**src/rtl/calc_operand_datapath.sv**
```systemverilog
// calc_operand_datapath: hex operand entry, op-code latch, registered ALU result and display select.
// Define CALC_MUL_EN to turn op code 11 into a multiply (low half result, high half nonzero flags overflow).
module calc_operand_datapath #(
   parameter int WIDTH = 16
) (
   input  logic             clk,
   input  logic             rst,
   input  logic             trigger_1,
   input  logic             trigger_2,
   input  logic             trigger_op,
   input  logic [1:0]       estado,
   input  logic [3:0]       digit_in,
   input  logic [1:0]       op_sel,
   output logic [WIDTH-1:0] op1,
   output logic [WIDTH-1:0] op2,
   output logic [WIDTH-1:0] result,
   output logic             result_valid,
   output logic             overflow,
   output logic [WIDTH-1:0] display_value
);
   localparam int DIGITS = WIDTH / 4;
   localparam int CW = $clog2(DIGITS + 1);
   localparam logic [CW-1:0] CMAX = CW'(DIGITS);

   logic [CW-1:0]    cnt1, cnt2;
   logic [1:0]       op_q, estado_d;
   logic             trigger_op_d, calc_pend;
   logic             op_rise, clr, load1, load2;
   logic [WIDTH:0]   sum, diff;
   logic [WIDTH-1:0] alu_res;
   logic             alu_ovf;
`ifdef CALC_MUL_EN
   logic [2*WIDTH-1:0] prod;
   assign prod = op1 * op2;
`endif

   assign op_rise = trigger_op & ~trigger_op_d;
   // a falling trigger_op and a 3->0 restart in the same cycle share one clear
   assign clr     = (~trigger_op & trigger_op_d) | (estado_d == 2'd3 && estado == 2'd0);
   assign load1   = trigger_1 & ~trigger_op & (cnt1 < CMAX);
   assign load2   = trigger_2 & ~trigger_1 & ~trigger_op & (cnt2 < CMAX);
   assign sum     = {1'b0, op1} + {1'b0, op2};
   assign diff    = {1'b0, op1} - {1'b0, op2};

   always_comb begin
`ifdef CALC_MUL_EN
      alu_res = op_q == 2'd0 ? sum[WIDTH-1:0] : op_q == 2'd1 ? diff[WIDTH-1:0] :
                op_q == 2'd2 ? op1 & op2 : prod[WIDTH-1:0];
      alu_ovf = op_q == 2'd0 ? sum[WIDTH] : op_q == 2'd1 ? diff[WIDTH] :
                op_q == 2'd3 && |prod[2*WIDTH-1:WIDTH];
`else
      alu_res = op_q == 2'd0 ? sum[WIDTH-1:0] : op_q == 2'd1 ? diff[WIDTH-1:0] :
                op_q == 2'd2 ? op1 & op2 : op1 | op2;
      alu_ovf = op_q == 2'd0 ? sum[WIDTH] : op_q == 2'd1 && diff[WIDTH];
`endif
   end

   always_ff @(posedge clk or posedge rst) begin
      if (rst) begin
         op1          <= '0;
         op2          <= '0;
         cnt1         <= '0;
         cnt2         <= '0;
         result       <= '0;
         result_valid <= 1'b0;
         overflow     <= 1'b0;
         op_q         <= 2'd0;
         trigger_op_d <= 1'b0;
         estado_d     <= 2'd0;
         calc_pend    <= 1'b0;
      end else begin
         trigger_op_d <= trigger_op;
         estado_d     <= estado;
         if (op_rise) op_q <= op_sel;
         if (clr) begin
            op1          <= '0;
            op2          <= '0;
            cnt1         <= '0;
            cnt2         <= '0;
            result       <= '0;
            result_valid <= 1'b0;
            overflow     <= 1'b0;
            calc_pend    <= 1'b0;
         end else begin
            calc_pend <= op_rise;
            if (calc_pend) begin
               result       <= alu_res;
               overflow     <= alu_ovf;
               result_valid <= 1'b1;
            end
            if (load1) begin
               op1  <= {op1[WIDTH-5:0], digit_in};
               cnt1 <= cnt1 + 1'b1;
            end
            if (load2) begin
               op2  <= {op2[WIDTH-5:0], digit_in};
               cnt2 <= cnt2 + 1'b1;
            end
         end
      end
   end

   assign display_value = estado == 2'd0 ? op1 : estado == 2'd1 ? op2 :
                          estado == 2'd2 ? {{(WIDTH-2){1'b0}}, op_q} : result;
endmodule

```
**config.mk**
```make
export PLATFORM = sky130hd
export DESIGN_NAME = calc_operand_datapath
export DESIGN_NICKNAME = d
export VERILOG_FILES = /design/src/rtl/calc_operand_datapath.sv
export SDC_FILE = /design/constraint.sdc
export NUM_CORES = 1
export LEC_CHECK = 0
export ABC_AREA = 1
export BUFFER_PORTS_ARGS = -buffer_cell sky130_fd_sc_hd__buf_2
export CAP_MARGIN = 20
export CORE_UTILIZATION = 30
export CTS_BUF_LIST = sky130_fd_sc_hd__clkbuf_2 sky130_fd_sc_hd__clkbuf_4 sky130_fd_sc_hd__clkbuf_8
export CTS_CLUSTER_DIAMETER = 100
export DETAILED_ROUTE_END_ITERATION = 6
export PLACE_DENSITY = 0.47
export SLEW_MARGIN = 20
export SYNTH_ARGS = -nofsm -noshare
export SYNTH_HDL_FRONTEND = slang
export SYNTH_SLANG_ARGS = --single-unit
```
**constraint.sdc**
```tcl
create_clock -name clk -period 2.1 [get_ports clk]
set_clock_uncertainty 0.2 [all_clocks]
set_input_delay 0.105 -clock clk [delete_from_list [all_inputs] [get_ports clk]]
set_output_delay 0.105 -clock clk [all_outputs]
set_load 0.02 [all_outputs]
```
==> results of run 1 <==
-- kinds of logic after synthesis --
kind of cell / after synthesis / share of synthesized area
and+or+nand+nor: 281 / 0.229
buffers and inverters: 140 / 0.115
AOI/OAI and AO/OA: 203 / 0.216
xor gates and xnor gates: 3 / 0.00511
adders and majority gates: 53 / 0.132
DFF: 62 / 0.302
-- placed cells by master (no fill, tap or decap), types with 4 or more instances in the layout --
| cell | netlist | routed |
|---|---|---|
| o211ai_1 | 12 | 12 |
| a21oi_1 | 72 | 53 |
| nand2_4 | 0 | 7 |
| inv_1 | 105 | 64 |
| nand4_1 | 4 | 4 |
| nor2_2 | 1 | 11 |
| o21ai_1 | 5 | 9 |
| a21oi_2 | 4 | 19 |
| buf_6 | 3 | 5 |
| inv_4 | 0 | 5 |
| dlygate4sd3_1 | 0 | 12 |
| o21ai_2 | 1 | 4 |
| ha_4 | 0 | 17 |
| nand3_2 | 1 | 16 |
| ha_1 | 51 | 20 |
| nor2_1 | 51 | 39 |
| inv_2 | 5 | 40 |
| nand2_1 | 163 | 120 |
| a21oi_4 | 0 | 4 |
| ha_2 | 0 | 14 |
| clkbuf_8 | 1 | 9 |
| o21ai_0 | 77 | 70 |
| nand3_1 | 49 | 31 |
| dfrtp_2 | 0 | 15 |
| nor2_4 | 2 | 4 |
| dfrtp_1 | 62 | 47 |
| buf_4 | 6 | 152 |
| o22ai_1 | 22 | 19 |
| buf_2 | 10 | 78 |
| nand2_2 | 2 | 38 |
-- per-layer routing --
| metal | up-vias | GRT usage | wire length, microns |
|---|---|---|---|
| met2 | 172 | 0.388 | 9650 |
| met4 | 0 | 0.0722 | 306 |
| li1 | 2903 | - | - |
| met5 | - | 0 | 0 |
| met3 | 21 | 0.0575 | 1320 |
| met1 | 2852 | 0.335 | 10100 |
-- cell type report --
class	instances	area, sq um
clock buffer	9	124
fill	1688	8640
sequential	62	1570
multi-input combinational	540	3720
inverter	112	437
timing repair buffer	250	1770
clock inverter	7	98.8
tap	220	275
-- how the worst min path moves through the flow --
stage / cells past startpoint / start / end
final: 4 / rst / cnt1[1]
after global routing: 4 / rst / cnt1[1]
after CTS: 5 / estado[1] / calc_pend
after detailed placement: 3 / rst / cnt1[1]
after global placement: 3 / rst / cnt1[1]
after floorplan: 0 / estado[0] / estado_d[0]
-- registers in the layout (all words and copies together) (netlist names) --
register	cells
calc_pend	1
trigger_op_d	1
cnt1	3
result_valid	1
op1	16
cnt2	3
overflow	1
result	16
op_q	2
estado_d	2
op2	16
-- through the flow --
stage               cells  instance area, sq um  total power (W)
floorplan             742                  5170          0.00271
global placement     1151                  6750          0.00370
detailed placement   1151                  6750          0.00370
CTS                  1182                  7340          0.00513
global route         1200                  8000          0.00581
finish               1200                  8000          0.00547
-- where the power goes --
part           internal, W  leakage [nW]  total [W]  switching (W)
clock             0.000672         0.109    0.00125       0.000575
combinational      0.00116          2.99    0.00280        0.00164
sequential         0.00132         0.799    0.00142       0.000103
total              0.00315          3.90    0.00547        0.00232
-- what timing repair did --
action                                 4_1_cts  5_1_grt
setup endpoints to repair                   13       16
setup buffers                                3       18
endpoints found under the hold margin       80        0
gates cloned                                 0        0
hold buffers                                12        0
gates resized for setup                     50      171
pin swaps                                    6       50
-- critical path, stage by stage (launching register included) --
cell     delay, ns
dfrtp_2       0.45
ha_4          0.18
fa_2          0.39
buf_4         0.17
buf_4         0.14
or2_2         0.30
a21oi_2       0.13
o22ai_2       0.08
==> results_dict.tcl, run 1 <==
set metrics [dict create \
    grt_use_total 0.247 \
    ant_nets 0 \
    syn_area_per_cell_sq_um 6.93 \
    grt_pass1_vias 5902 \
    fin_util 0.481 \
    drive_gt1_frac 0.474 \
    ys_warn_count 0 \
    synth_top_area_frac 0.302 \
    drt_iter0_drc 373 \
    fin_setup_tns_ns -0.171 \
    async_flop_share 1.00 \
    cp-start-kind "register" \
    crit_arrival_ns 2.20 \
    dieArea_sq_mm 0.0177 \
    rr_endpoint "result[2]" \
    worst_slack_ns -0.0519 \
    hold_viol_final 0 \
    yosysSeqAreaShare 0.302 \
    num_io_pins 79 \
    synthTopCellsByArea "dfrtp_1 30%, ha_1 12%, nand2_1 12%, inv_1 7.7%, o21ai_0 7.5%" \
    end_kind "register" \
    path_max_fanout 3 \
    synth.cell_area_sq_mm 0.00514 \
    clockRootBuffer "clkbuf_8" \
    routedWlPerCell_microns 17.8 \
    netlist_top_cells_count "163 x nand2_1, 105 x inv_1, 77 x o21ai_0" \
    synthesis.nets 808 \
    startpoint "op2[0]" \
    viasPerCell 4.96 \
    synth-edff-count 0 \
    core_area_sq_mm 0.0166 \
    cts_buffers 9 \
    violations "setup timing" \
    portBuffers 78 \
    maxSlewHeadroom 0.692 \
    ys.flop_type "dfrtp_1" \
    ff2ff_setup_slack_ns -0.05 \
    final_nets 1041 \
    min_period_over_period 1.02 \
    reg2reg_from "op2[0]" \
    num_antenna_cells 0 \
    synth_cells 742 \
    place_congestion 0.897 \
    holdWs_ns 0.140 \
    yosys_register_bits 62 \
    ir_drop_mv 0.380 \
    p_per_area_mw_per_mm2 684 \
    chipHeight_microns 133 \
    endpoint "result[2]" \
    grt_pass1_wl_microns 33000 \
    vias 5948 \
    max_cap_violations 0 \
    required_ns 2.15 \
    ctsLongestPathBuffers 2 \
    grt_max_degree 63 \
    hpwl_microns 16300 \
    synth_cell_type_count 35 \
    dp_slack_ns -0.174 \
    yosysMostFrequentCell "nand2_1" \
    antenna_found_initial 0 \
    cts_tree "yes" \
    fmax_mhz 465 \
    reg2reg_depth 7 \
    p_leak_nw 3.90 \
    cts_max_level 3 \
    overflow 0 \
    period_minus_slack_ns 2.15 \
    placement_rows 47 \
    drtPass1Iterations 5 \
    worstMarginPinSlew_ns 0.461 \
    die_x_microns 133 \
    rsz0062_at_grt "yes" \
    setup_violations 4 \
    cts_sinks 62 \
    syn_to_final_growth_pct 55.6 \
    critPathKind "reg -> reg" \
    clkTransAtPathRegs_ns 0.08 \
    clk_latency_ns 0.38 \
    totalWireLength_microns 21400 \
    drv_slew 0 \
    hold_class "in -> async" \
    initial_core_util 0.309 \
    synth.largest_area_cell "dfrtp_1" \
    outcome "finished with violations" \
    drc 0 \
]
(Power assumes the default switching activity.)
==> inputs of run 2 (changes only) <==
--- a/config.mk
+++ b/config.mk
@@ -8,11 +8,11 @@
 export ABC_AREA = 1
 export BUFFER_PORTS_ARGS = -buffer_cell sky130_fd_sc_hd__buf_2
 export CAP_MARGIN = 20
-export CORE_UTILIZATION = 30
+export CORE_UTILIZATION = 28
 export CTS_BUF_LIST = sky130_fd_sc_hd__clkbuf_2 sky130_fd_sc_hd__clkbuf_4 sky130_fd_sc_hd__clkbuf_8
 export CTS_CLUSTER_DIAMETER = 100
 export DETAILED_ROUTE_END_ITERATION = 6
-export PLACE_DENSITY = 0.47
+export PLACE_DENSITY = 0.45
 export SLEW_MARGIN = 20
 export SYNTH_ARGS = -nofsm -noshare
 export SYNTH_HDL_FRONTEND = slang
==> run 2 against run 1 <==
  * The run still ends with setup timing left
  * Clock power increased by 6%
  * Die area up 7.0%
  * Maximum frequency about the same
  * Final cell count shrank 0.25%
  * Total power is 2.6% lower
  * Flip-flop and latch count stayed put
  * Global-route usage is 1.2 points lower
==> results_dict.tcl, run 2 (synthesized netlist as in run 1, its figures left out) <==
set metrics [dict create \
    outcome "finished with violations" \
    violations "setup timing" \
    hold_depth 5 \
    ir_drop_mv 0.369 \
    crit_buf_inv 2 \
    layout_common_cells "141 x nand2_1, 141 x buf_4, 87 x inv_1, 78 x buf_2, 66 x o21ai_0" \
    final_nets 1029 \
    placement_rows 49 \
    hpwl_microns 16500 \
    required_ns 2.17 \
    reg2reg_depth 15 \
    maxSlewHeadroom 0.678 \
    routedWlPerCell_microns 17.6 \
    totalWireLength_microns 21100 \
    cts_buffers 9 \
    chipHeight_microns 137 \
    vias 5806 \
    finalInstanceArea_sq_mm 0.00766 \
    cts_max_level 3 \
    cts_tree "yes" \
    min_period_over_period 1.02 \
    cpMostUsedCell "nand2_1" \
    dieArea_sq_mm 0.0189 \
    place_area_sq_mm 0.00676 \
    drv_slew 0 \
    p_leak_nw 3.80 \
    hold_viol_final 0 \
    place_congestion 0.894 \
    path_max_fanout 4 \
    num_io_pins 79 \
    drtPass1Iterations 5 \
    grt_max_degree 63 \
    worst_slack_ns -0.0507 \
    critical_path.cell_chain "inv_2 > ha_2 > fa_2 > inv_4 > nand2_2 > nand3_2 > nand3_2 > nand2_4 > nand3_2 > nand2_1 > nand2_1 > nand3_1 > nand2_1 > nand2_1 > nand2_1" \
    drive_gt1_frac 0.399 \
    ff2ff_setup_slack_ns -0.05 \
    cts_sinks 62 \
    drc 0 \
    portBuffers 78 \
    cp_top_family "simple AND/OR/NAND/NOR gates" \
    clkTransAtPathRegs_ns 0.08 \
    fin_util 0.427 \
    ctsLongestPathBuffers 2 \
    reg_top3 "op1: 16 flops, op2: 16 flops, result: 16 flops" \
    rr_endpoint "result[12]" \
    reg2reg_from "op1[0]" \
    die_x_microns 137 \
    viasPerCell 4.85 \
    initial_core_util 0.286 \
    syn_to_final_growth_pct 49.2 \
    clockRootBuffer "clkbuf_8" \
    p_per_area_mw_per_mm2 695 \
    max_cap_violations 0 \
    period_minus_slack_ns 2.15 \
    dp_slack_ns -0.135 \
    cp-start-kind "register" \
    slowest_delay_ns 0.42 \
    startpoint "op1[0]" \
    fmax_mhz 465 \
    min_from "estado[0]" \
    clk_latency_ns 0.38 \
    num_antenna_cells 0 \
    cpMaxStageDelayCell "dfrtp_2" \
    core_area_sq_mm 0.0180 \
    drt_iter0_drc 351 \
    ant_nets 0 \
    hold_end "calc_pend" \
    p_total_w 0.00532 \
    end_kind "register" \
    critPathKind "reg -> reg" \
    grt_pass1_wl_microns 32500 \
    grt_use_total 0.235 \
    rsz0062_at_grt "yes" \
    grt_pass1_vias 5645 \
    hold_class "in -> reg" \
    worstMarginPinSlew_ns 0.480 \
    antenna_found_initial 0 \
    crit_arrival_ns 2.23 \
    setup_violations 3 \
    overflow 0 \
]
run 2: per-layer routing:
| metal | share of wire | wire length (microns) | vias up | track usage |
|---|---|---|---|---|
| li1 | - | - | 2891 | - |
| met2 | 0.45 | 9540 | 138 | 0.364 |
| met4 | 0.021 | 451 | 0 | 0.0775 |
| met3 | 0.048 | 1020 | 26 | 0.0423 |
| met5 | 0 | 0 | - | 0 |
| met1 | 0.48 | 10100 | 2751 | 0.326 |
run 2: how the worst max path moves through the flow:
| stage | cells after the start | slack, ns | end |
|---|---|---|---|
| 2_1_floorplan | 15 | 0.002 | result[14] |
| 3_3_place_gp | 14 | -0.16 | result[12] |
| 3_5_place_dp | 14 | -0.14 | result[12] |
| 4_1_cts | 14 | -0.08 | result[12] |
| 5_1_grt | 15 | -0.17 | result[12] |
| 6_report | 15 | -0.05 | result[12] |
run 2: layout make-up:
class	count	area, sq um
Fill cell	1859	10300
Sequential cell	62	1570
Tap cell	229	287
Multi-Input combinational cell	540	3460
Clock buffer	10	138
Timing Repair Buffer	238	1680
Clock inverter	6	93.8
Inverter	112	428
run 2: stage by stage:
| step | hold slack (ns) | setup TNS (ns) | std cells |
|---|---|---|---|
| global route | 0.104 | -1.15 | 1197 |
| detailed placement | 0.00826 | -0.934 | 1158 |
| finish | 0.0667 | -0.109 | 1197 |
| global placement | 0.0114 | -1.16 | 1158 |
| CTS | 0.0628 | -0.250 | 1190 |
| floorplan | -0.0636 | 0 | 742 |
run 2: repair_timing:
action / 4_1_cts / 5_1_grt
endpoints found under the setup margin: 13 / 15
endpoints found under the hold margin: 83 / 0
hold buffers: 12 / 0
setup buffers: 4 / 7
gates resized for setup: 48 / 88
pin swaps: 12 / 33
run 2: power breakdown:
group	internal (W)	total (W)	switching (W)
registers	0.00132	0.00142	0.000102
clock network	0.000710	0.00133	0.000621
logic	0.00105	0.00257	0.00152
run 2: worst register-to-register path: stages (launching register included):
cell     delay [ns]
dfrtp_2        0.42
inv_2          0.05
ha_2           0.18
fa_2           0.37
inv_4          0.10
nand2_2        0.06
nand3_2        0.08
nand3_2        0.10
nand2_4        0.10
nand3_2        0.06
nand2_1        0.06
nand2_1        0.04
nand3_1        0.06
nand2_1        0.05
nand2_1        0.06
nand2_1        0.05
